[config.mk]
export PLATFORM = sky130hd
export DESIGN_NAME = g_reg_flags
export DESIGN_NICKNAME = d
export VERILOG_FILES = /design/src/rtl/g_reg_flags.sv
export SDC_FILE = /design/constraint.sdc
export NUM_CORES = 1
export LEC_CHECK = 0
export BUFFER_PORTS_ARGS = -buffer_cell sky130_fd_sc_hd__buf_2
export CAP_MARGIN = 0
export CORE_ASPECT_RATIO = 0.75
export CORE_MARGIN = 1
export CORE_UTILIZATION = 50
export CTS_CLUSTER_DIAMETER = 80
export DETAILED_ROUTE_END_ITERATION = 8
export PLACE_DENSITY = 0.7
export SLEW_MARGIN = 20
export SYNTH_ARGS = -nofsm -noshare
export SYNTH_HDL_FRONTEND = slang
export SYNTH_SLANG_ARGS = --single-unit
[constraint.sdc]
create_clock -name clock -period 2.55 [get_ports clock]
set_input_delay 0.255 -clock clock [delete_from_list [all_inputs] [get_ports clock]]
set_output_delay 0.255 -clock clock [all_outputs]
set_load 0.02 [all_outputs]
[src/rtl/g_reg_flags.sv]
// g_reg_flags: G result register with Z/N/C/V flag capture, condition-code
// evaluation, and a DEPTH-entry LIFO used to save/restore {G, flags} across
// interrupt and call sequences.
module g_reg_flags #(
  parameter int WIDTH = 16,
  parameter int DEPTH = 4
) (
  input  logic             clock,
  input  logic             resetn,
  input  logic [WIDTH-1:0] G_in,
  input  logic             G_write,
  input  logic             carry_in,
  input  logic             ovf_in,
  input  logic [2:0]       cond_sel,
  input  logic             push,
  input  logic             pop,
  input  logic             err_clr,
  output logic [WIDTH-1:0] G_out,
  output logic [3:0]       flags_out,
  output logic             G_cond_check,
  output logic             stack_full,
  output logic             stack_empty,
  output logic             stack_err
);

  localparam int CW = $clog2(DEPTH + 1);
  // Storage is addressed with exactly AW bits; for non-power-of-two DEPTH the
  // spare slots are simply never written.
  localparam int AW = (DEPTH > 1) ? $clog2(DEPTH) : 1;
  localparam int EW = WIDTH + 4;
  localparam logic [CW-1:0] DEPTH_C = CW'(DEPTH);

  // Flag bit positions within the {Z, N, C, V} nibble.
  localparam int FZ = 3;
  localparam int FN = 2;
  localparam int FC = 1;
  localparam int FV = 0;

  logic [WIDTH-1:0] g_q, g_d;
  logic [3:0]       flags_q, flags_d;
  logic [CW-1:0]    count_q, count_d;
  logic             err_q, err_d;

  logic [EW-1:0]    stack_mem [2**AW];

  logic             full, empty;
  logic             push_ok, pop_ok, err_ev;
  logic [AW-1:0]    wr_idx, rd_idx;
  logic [EW-1:0]    top_entry;

  assign full    = (count_q == DEPTH_C);
  assign empty   = (count_q == '0);

  // A push and pop together cancel each other and count as an error.
  assign push_ok = push & ~pop & ~full;
  assign pop_ok  = pop & ~push & ~empty;
  assign err_ev  = (push & pop) | (push & ~pop & full) | (pop & ~push & empty);

  assign wr_idx    = count_q[AW-1:0];
  // count > 0 whenever this is used, and count-1 < DEPTH <= 2**AW, so the
  // modulo-2**AW subtraction yields the correct top slot.
  assign rd_idx    = wr_idx - AW'(1);
  assign top_entry = stack_mem[rd_idx];

  // Next-state for G, flags, stack count and sticky error.
  always_comb begin
    g_d     = g_q;
    flags_d = flags_q;
    count_d = count_q;
    err_d   = err_q;

    // G_write has priority over a restoring pop; the popped entry is dropped.
    if (G_write) begin
      g_d         = G_in;
      flags_d[FZ] = (G_in == '0);
      flags_d[FN] = G_in[WIDTH-1];
      flags_d[FC] = carry_in;
      flags_d[FV] = ovf_in;
    end else if (pop_ok) begin
      g_d     = top_entry[EW-1:4];
      flags_d = top_entry[3:0];
    end

    if (push_ok) begin
      count_d = count_q + CW'(1);
    end else if (pop_ok) begin
      count_d = count_q - CW'(1);
    end

    // A new error on the clearing edge keeps the flag set.
    if (err_ev) begin
      err_d = 1'b1;
    end else if (err_clr) begin
      err_d = 1'b0;
    end
  end

  // Control/state registers with asynchronous active-low reset.
  always_ff @(posedge clock or negedge resetn) begin
    if (!resetn) begin
      g_q     <= '0;
      flags_q <= 4'b1000;
      count_q <= '0;
      err_q   <= 1'b0;
    end else begin
      g_q     <= g_d;
      flags_q <= flags_d;
      count_q <= count_d;
      err_q   <= err_d;
    end
  end

  // Stack storage: saves the pre-edge {G, flags}; contents need no reset.
  always_ff @(posedge clock) begin
    if (push_ok && resetn) begin
      stack_mem[wr_idx] <= {g_q, flags_q};
    end
  end

  // Condition-code decode from the registered flags.
  always_comb begin
    G_cond_check = 1'b0;
    case (cond_sel)
      3'b000:  G_cond_check = flags_q[FZ];
      3'b001:  G_cond_check = ~flags_q[FZ];
      3'b010:  G_cond_check = flags_q[FN] ^ flags_q[FV];
      3'b011:  G_cond_check = ~(flags_q[FN] ^ flags_q[FV]);
      3'b100:  G_cond_check = flags_q[FC];
      3'b101:  G_cond_check = ~flags_q[FC];
      3'b110:  G_cond_check = 1'b1;
      default: G_cond_check = 1'b0;
    endcase
  end

  assign G_out       = g_q;
  assign flags_out   = flags_q;
  assign stack_full  = full;
  assign stack_empty = empty;
  assign stack_err   = err_q;

endmodule

Yosys cells after proc, flatten, opt, wreduce, memory -nomap -nowiden --
Memories as Yosys holds them, arrays and structs flattened. Index checks and enable logic that the tools add are counted.
Word-level totals: memory bits (writable) 80, memories 1, input bits 27, register bits 24, output and inout bits 24
Cells by class: equality and inequality tests 7, bitwise operators 17, reductions and logical operators 7, add/subtract/negate cells 3, muxes and demuxes 11
Memories:
- stack_mem | words 4, bits a word 20, rd ports 1, clocked after memory_dff 0, write ports 1, RTL line 44 | logic [EW-1:0] stack_mem [2**AW];
Operator list (number):
- $mux 16 | 2
- $logic_not 16->1 | 1
- $eq 3x3->1 const B | 4
- $mux 4 | 2
- $and 1x1->1 | 7
- $not 1->1 | 7
- $pmux 1 s7 | 1
- $eq 3x2->1 const B | 2
- $logic_not 3->1 | 2
- $mux 3 | 2
- $reduce_bool 2->1 | 3
- $mux 1 | 4
- $add 3x1->3 const B | 1
- $eq 3x1->1 const B | 1
- $sub 3x1->3 const B | 1
- $or 1x1->1 | 2
- $sub 2x1->2 const B | 1
- $logic_and 1x1->1 | 1
- $xor 1x1->1 | 1

Logic depth before layout (Yosys ltp) --
Gate-level depths: netlist (run 1).
depth in word-level cells 6, mapped depth 11

Least setup slack after synthesis (run 1) --
OpenSTA, ideal clock, no wires.
path kind reg-to-reg, start reg count_q[0], end mem stack_mem[1][0] (netlist bit) (enable), arrival time 2.289 ns, setup time 0.397 ns, buffers on the path 1, path slack -0.135 ns, period minus slack after synthesis 2.685 ns, stages on the path, launching flop included 7, cell sequence dfrtp_1 buf_6 inv_1 ha_1 a21oi_1 nand3_1 nor2_1
Between the ends: word-level cells in the longest chain between the ends 6
Ends and longest elaborated chain:
- start, declared | RTL line 41 | logic [CW-1:0] count_q, count_d;
- start signal, assigned | RTL line 108 | count_q <= count_d;
- $eq 3x3->1 | RTL line 51 | assign full = (count_q == DEPTH_C);
- $not 1->1 | RTL line 55 | assign push_ok = push & ~pop & ~full;
- $and 1x1->1 | RTL line 55
- $logic_and 1x1->1 | RTL line 115 | if (push_ok && resetn) begin
- $mux 1 | RTL line 115
- $mux 1 (implied by the code) | RTL line 116 | stack_mem[wr_idx] <= {g_q, flags_q};
- end, declared | RTL line 44
Parallel ways exist; a longest one is shown, timed or not.

Worst setup path after layout (run 1) --
start reg count_q[1], end reg count_q[1]
Between the ends: word-level cells in the longest chain between the ends 4, elaborated cells on any way between the ends 11
Ends and longest elaborated chain:
- branches (longest 3 deep; another with $sub 3x1->3)
- $mux 3 (*) | RTL line 84 | if (push_ok) begin
- net count_d[1] | RTL line 41
Mark *: on every way through the listed nets, which the timed path passes. The select of a mux whose other input is x is not followed. A chain may end at the register's enable or synchronous reset.

==> key figures, run 1 <==
GRT
  – Largest net degree at the start of global routing: 38
  – Initial antenna violation count: 0
  – First-pass GRT wire length: 13200 um
  – GRT overflow: 0
  – Vias in the first global route: ~2300
  – Gr usage total: 21.3%

Timing
  – Tcrit/Tclk final: ~90%
  – Tmin final: 2.29 ns
  – Maximum clock frequency: roughly 0.44 GHz
  – RSZ-0062 raised after global routing: false
  – Post-Route Skew: about 0.011 ns
  – Max Slew Vio Count: 0
  – Final hold vios: 0
  – Worst slew pin tran: between 0.4 and 0.5 ns
  – Setup TNS: 0 ns
  – Final setup vio count: 0
  – Slew headroom: between 60% and 70%
  – Worst Setup Slack, final: between 0.2 and 0.3 ns

Yosys
  – Seq/Total Area, Yosys: between 60 and 70%
  – Yosys top cell by area: edfxtp_1
  – Post-synth top area share: approximately 55%
  – Ys Warns: 0
  – Post-Syn Area: 4350 sq um
  – Synth top cells by count: edfxtp_1 (80), dfrtp_1 (23), mux4_2 (20), nand2_1 (20)
  – Largest cells by area after synthesis: edfxtp_1 (55%), dfrtp_1 (13%), mux4_2 (10%)
  – FFs w/ async S/R, synth: a little under a quarter
  – EDFF count, synth: 80
  – Top_reg_cell synth: edfxtp_1
  – Most numerous cell in the Yosys netlist: edfxtp_1
  – Synth cell types: 42
  – Syn Inst Count: 257
  – Seq cells post-synth: about 100
  – Syn nets: between 200 and 300
  – Synthesized area per cell: 16.9 sq um

Clocking
  – Root Buffer: clkbuf_16
  – Max Root-Sink Buffers: 2
  – Post-CTS Hold Buffers: 1
  – Worst-Skew Late Latency: ~0.35 ns
  – Clock Sinks: 104
  – H-tree depth: 3
  – Post CTS Setup Buffer Count: 0
  – CTS tree: done
  – Num CTS Buffers: 9
  – Clk slew on worst S/H paths: roughly 0.07 ns
  – CTS-repair resized insts: 0

Setup path
  – Critical Path Start Type: flip-flop
  – Setup slack, reg-to-reg: about 0.26 ns
  – Top cell family by delay on the critical path: compound AO/OA/AOI/OAI gates
  – Worst EP arrival: between 2 and 3 ns
  – CP Capture Type: flip-flop
  – Kind of critical path: flip-flop to flip-flop
  – Worst path most repeated cell: a21oi_1
  – Cell Chain, Critical Path: inv_1, ha_1, a21oi_1, nand2_1, xnor2_1, ha_1, a21oi_1, a211oi_1, a21oi_1, a211oi_1
  – Worst stage delay on the critical path: 0.43 ns
  – Count of buffer and inverter cells on the critical path: 1
  – CP max FO: 6
  – Critical Path Slowest Stage Cell: dfrtp_1
  – Critical path launch point: count_q[1]
  – Worst endpoint required time: approximately 2.8 ns
  – Reg-to-Reg Start: count_q[1]

Floorplanning
  – Starting Density: 51.4%
  – IO Pins: 51
  – Die area: a little over 9000 sq um
  – Core area: approximately 8500 sq um
  – Core Rows: 29
  – Die width: 110 um
  – Die height: between 80 and 90 um

Pwr
  – VDD IR-drop max: 0.817 mV
  – Switch share: 30.4%
  – Combinational Power Share: a little under a third
  – Internal power: between 0.003 and 0.004 W
  – Sequential power share: between 40% and 50%
  – Clock network power share: 26.9%
  – P_leak: roughly 1.9 nW
  – Sw power: 0.00160 W
  – PD cells: roughly 1000 nW/um^2

Placement
  – Pre-CTS WS: approximately 0.3 ns
  – Port-buffer cells: 50
  – DP HPWL: between 5000 and 6000 um
  – Gp weighted congestion: 0.809

Layout
  – Layout cells sized above 1: about 33%
  – Nets: between 300 and 400
  – Layout area overhead: 17.2%
  – Fillcell total: between 600 and 700
  – Diodes inserted: 0

Route
  – DRT Pass-1 Iters: 4
  – Wire length per cell after detailed routing: 19.4 um
  – Final ANT Viol Nets: 0
  – DRC viols: 0
  – 1st-iter DRT viols: 145
  – Routed wire length: roughly 8300 um
  – Vias/cell: between 5 and 6
  – Via count: approximately 2400

Job
  – Max-cap viol count: 0

Hold path
  – Hold_sp: ovf_in
  – Worst hold-check path type: input port to flip-flop

Outcome
  – Status: complete, no violations
==> sequential cells by signal, summed over array words and instances (netlist names) <==
signal     cells
flags_out      4
G_out         16
stack_mem     80
stack_err      1
count_q        3
==> cell usage in the layout (no fill, tap or decap), drive strengths merged, types with 2 or more instances in the layout <==
| cell | n |
|---|---|
| mux4 | 20 |
| clkbuf | 13 |
| mux2i | 17 |
| buf | 61 |
| xor2 | 2 |
| nor3 | 3 |
| nor4 | 3 |
| o21ai | 20 |
| nor2b | 3 |
| nand4 | 2 |
| ha | 5 |
| dfrtp | 23 |
| a21oi | 11 |
| inv | 12 |
| edfxtp | 80 |
| xnor2 | 2 |
| nand2 | 20 |
| nor2 | 8 |
| a211oi | 2 |
==> path summary, 6_finish.rpt <==
path,to,cells after the start
max,count_q[1],10
min,flags_out[0],3
max reg2reg,count_q[1],10
min reg2reg,stack_err,1
max in group asynchronous,flags_out[3],3
min in group asynchronous,count_q[1],3
==> worst reg2reg max path: cells and delay by family, from the launching register on <==
family,cells,cell delay (ns)
compound gates,5,0.82
simple gates,1,0.11
flops,1,0.43
xor+xnor,1,0.14
fa+ha+maj,2,0.55
buf+inv,1,0.14
==> power groups by stage <==
stage	Clock, W	Combinational [W]	Sequential (W)
after floorplan	0	0.00114	0.00231
after global placement	0	0.00164	0.00225
after detailed placement	0	0.00165	0.00226
after CTS	0.00144	0.00166	0.00222
after global routing	0.00152	0.00178	0.00225
final	0.00142	0.00163	0.00222
==> stage by stage <==
step,cells,total power (W),util [%],cell area (sq um),hold slack [ns]
final,430,0.00527,60.2,5090,0.124
after global routing,430,0.00556,60.2,5090,0.111
after CTS,430,0.00533,60.2,5090,0.116
after detailed placement,413,0.00391,56.4,4760,0.343
after global placement,413,0.00389,56.4,4760,0.339
after floorplan,257,0.00345,-,4350,-0.0406
==> cell families (layout without fill, tap and decap cells) <==
family / count (synthesis) / after routing / synth area share [%]
DFF: 104 / 104 / 69.1
and+or+nand+nor: 46 / 46 / 5.59
AOI/OAI and AO/OA: 38 / 38 / 4.87
muxes: 38 / 38 / 14.5
buffers and inverters: 22 / 87 / 3.63
adders and majority gates: 5 / 5 / 1.44
xor gates and xnor gates: 4 / 4 / 0.806
==> metal layers <==
layer / GRT usage, % / vias to the layer above / wire, um
met5: 0 / - / 0
met4: 4.00 / 0 / 60
met3: 7.22 / 7 / 478
met2: 33.1 / 62 / 3990
met1: 29.6 / 1225 / 3810
li1: - / 1113 / -
==> final cells by class <==
cell class / instances / area [sq um] / share of cell area, %
sequential: 104 / 3000 / 59.0
multi-input combinational: 131 / 1190 / 23.4
timing repair buffer: 62 / 405 / 7.96
clock buffer: 13 / 293 / 5.75
tap: 108 / 135 / 2.65
inverter: 9 / 36.3 / 0.712
clock inverter: 3 / 26.3 / 0.516
(Power assumes the default switching activity.)
==> inputs of run 2 (changes only) <==
- CAP_MARGIN: 0 -> 30
- PLACE_DENSITY: 0.7 -> 0.67
- clock period: 2.55 -> 2.36 ns (I/O delays scaled with it)
==> run 2 against run 1 <==
Compared with the run above:
- cell area fell by 0.52%
- maximum frequency increased by 5.1%
- die area unchanged
- sequential cell count stayed put
- sequential share of layout area is 0.33 points higher
- wire length up 1.5%
- sequential power rose by 9%
- count of clock-buffer cells in the layout fell by 2
- critical path type unchanged
- critical endpoint unchanged
- largest power group unchanged
==> key figures, run 2 (synthesis results as in run 1) <==
GRT
  – Gr usage total: 20.7% (was 21.3%)
  – Initial antenna violation count: 0 (unchanged)
  – First-pass GRT wire length: 12900 um (was 13200 um)
  – GRT overflow: 0 (unchanged)
  – Vias in the first global route: 2375 (was 2324)
  – Largest net degree at the start of global routing: 38 (unchanged)

Timing
  – Final hold vios: 0 (unchanged)
  – Max Slew Vio Count: 0 (unchanged)
  – Post-Route Skew: 0.00466 ns (was 0.0107 ns)
  – Final hold slack: 0.114 ns (was 0.124 ns)
  – Maximum clock frequency: 0.459 GHz (was 0.437 GHz)
  – Final setup vio count: 0 (unchanged)
  – Tmin final: 2.18 ns (was 2.29 ns)
  – RSZ-0062 raised after global routing: false (unchanged)
  – Slew headroom: 66.6% (was 69.5%)
  – Worst slew pin tran: 0.496 ns (was 0.458 ns)
  – Setup TNS: 0 ns (unchanged)
  – Tcrit/Tclk final: 92.4% (was 89.8%)

Placement
  – DP HPWL: 5170 um (was 5340 um)
  – Port-buffer cells: 50 (unchanged)
  – Dpl cell area: 4760 sq um (unchanged)
  – Gp weighted congestion: 0.711 (was 0.809)

Layout
  – Largest register FFs: 80 (unchanged)
  – Commonest non-fill, non-tap cell in the layout: edfxtp_1 (unchanged)
  – FF+latch area: 3010 sq um (was 3000 sq um)
  – Layout area overhead: 16.6% (was 17.2%)
  – Diodes inserted: 0 (unchanged)
  – Layout cells sized above 1: 33.2% (unchanged)
  – Largest Register: stack_mem (unchanged)
  – Nets: 349 (unchanged)
  – Multi-input gate area in the final layout: 1190 sq um (unchanged)
  – Most frequent cells in the layout: edfxtp_1 (80), buf_2 (50), dfrtp_1 (22) (was edfxtp_1 (80), buf_2 (50), dfrtp_1 (23))
  – Final core utilization: 59.9% (was 60.2%)
  – Fillcell total: 663 (was 628)
  – Final Cell Area: 5070 sq um (was 5090 sq um)

Route
  – 1st-iter DRT viols: 93 (was 145)
  – Final ANT Viol Nets: 0 (unchanged)
  – Routed wire length: 8460 um (was 8340 um)
  – Via count: 2401 (was 2407)
  – Wire length per cell after detailed routing: 19.7 um (was 19.4 um)
  – DRT Pass-1 Iters: 4 (unchanged)
  – Vias/cell: 5.58 (was 5.60)
  – DRC viols: 0 (unchanged)

Setup path
  – Worst EP arrival: 2.43 ns (was 2.54 ns)
  – CP Capture Type: flip-flop (unchanged)
  – CP max FO: 6 (unchanged)
  – Setup slack, reg-to-reg: 0.18 ns (was 0.26 ns)
  – R2r endpoint: count_q[1] (unchanged)
  – Kind of critical path: flip-flop to flip-flop (unchanged)
  – Worst Reg-to-Reg Cells: 10 (unchanged)
  – Critical Path Start Type: flip-flop (unchanged)
  – Reg-to-Reg Start: count_q[1] (unchanged)
  – Worst endpoint required time: 2.61 ns (was 2.80 ns)

Floorplanning
  – Die width: 110 um (unchanged)
  – Die area: 9070 sq um (unchanged)
  – Core Rows: 29 (unchanged)
  – IO Pins: 51 (unchanged)
  – Core area: 8450 sq um (unchanged)
  – Die height: 82.7 um (unchanged)
  – Starting Density: 51.4% (unchanged)

Clocking
  – Post CTS Setup Buffer Count: 0 (unchanged)
  – Num CTS Buffers: 9 (unchanged)
  – H-tree depth: 3 (unchanged)
  – Root Buffer: clkbuf_16 (unchanged)
  – Worst-Skew Late Latency: 0.34 ns (was 0.35 ns)
  – Clk slew on worst S/H paths: 0.07 ns (about the same)
  – CTS tree: done (unchanged)
  – Max Root-Sink Buffers: 2 (unchanged)
  – Clock Sinks: 104 (unchanged)

Hold path
  – Hold path depth: 3 (unchanged)
  – Hold EP: flags_out[1] (was flags_out[0])
  – Worst hold-check path type: input port to flip-flop (unchanged)
  – Hold_sp: carry_in (was ovf_in)

Pwr
  – VDD IR-drop max: 0.642 mV (was 0.817 mV)
  – PD cells: 1090 nW/um^2 (was 1030 nW/um^2)
  – Total Power: 0.00554 W (was 0.00527 W)
  – P_leak: 1.85 nW (was 1.88 nW)

Job
  – Max-cap viol count: 0 (unchanged)

Outcome
  – Status: complete, no violations (unchanged)
[run 2: changes by cell type in the layout (fill, tap and decap cells not counted), sizes merged]
cell,change
bufinv,+1
clkbuf,-2
clkinv,+2
clkinvlp,+2
inv,-3
[run 2: worst max-delay path: stages, from the launching register on]
cell,delay (ns)
dfrtp_2,0.42
inv_1,0.12
ha_1,0.22
a21oi_1,0.18
nand2_1,0.09
xnor2_1,0.14
ha_1,0.33
a21oi_1,0.05
a211oi_1,0.27
a21oi_1,0.06
a211oi_1,0.21
[run 2: worst max path at each step]
stage	slack [ns]	depth (start not counted)	endpoint	from
2_1_floorplan	-0.07	6	stack_mem[0][0]	count_q[0]
3_3_place_gp	0.25	10	count_q[1]	count_q[1]
3_5_place_dp	0.19	10	count_q[1]	count_q[1]
4_1_cts	0.15	10	count_q[1]	count_q[1]
5_1_grt	0.03	10	count_q[1]	count_q[1]
6_report	0.18	10	count_q[1]	count_q[1]
[run 2: per-stage QoR]
step / instances / setup slack, ns
after detailed placement: 413 / 0.187
after global routing: 430 / 0.0310
after CTS: 430 / 0.147
after floorplan: 257 / -0.0715
after global placement: 413 / 0.254
final: 430 / 0.180
[run 2: power by group]
group          switching [W]  internal (W)  leakage (nW)  total, W
Combinational       0.000877      0.000801         0.708   0.00168
Clock               0.000636      0.000823         0.136   0.00146
Sequential          0.000172       0.00224          1.01   0.00241
Total                0.00169       0.00386          1.85   0.00554
[run 2: what timing repair did]
item | in CTS | in global routing
setup endpoints to repair | 0 | 1
gates resized for setup | 0 | 1
hold buffers | 1 | 0
hold endpoints to repair | 23 | 0
[run 2: cell type report]
cell class	count	area share, %
Sequential cell	104	59.3
Multi-Input combinational cell	131	23.6
Timing Repair Buffer	62	8.00
Clock buffer	11	4.59
Tap cell	108	2.67
Clock inverter	5	1.16
Inverter	9	0.716
[run 2: layer usage]
metal / vias to the layer above / global-route usage [%] / wire length [um]
li1: 1107 / - / -
met1: 1220 / 28.0 / 3870
met2: 69 / 32.7 / 4020
met3: 5 / 6.36 / 496
met4: 0 / 5.60 / 78
met5: - / 0 / 0
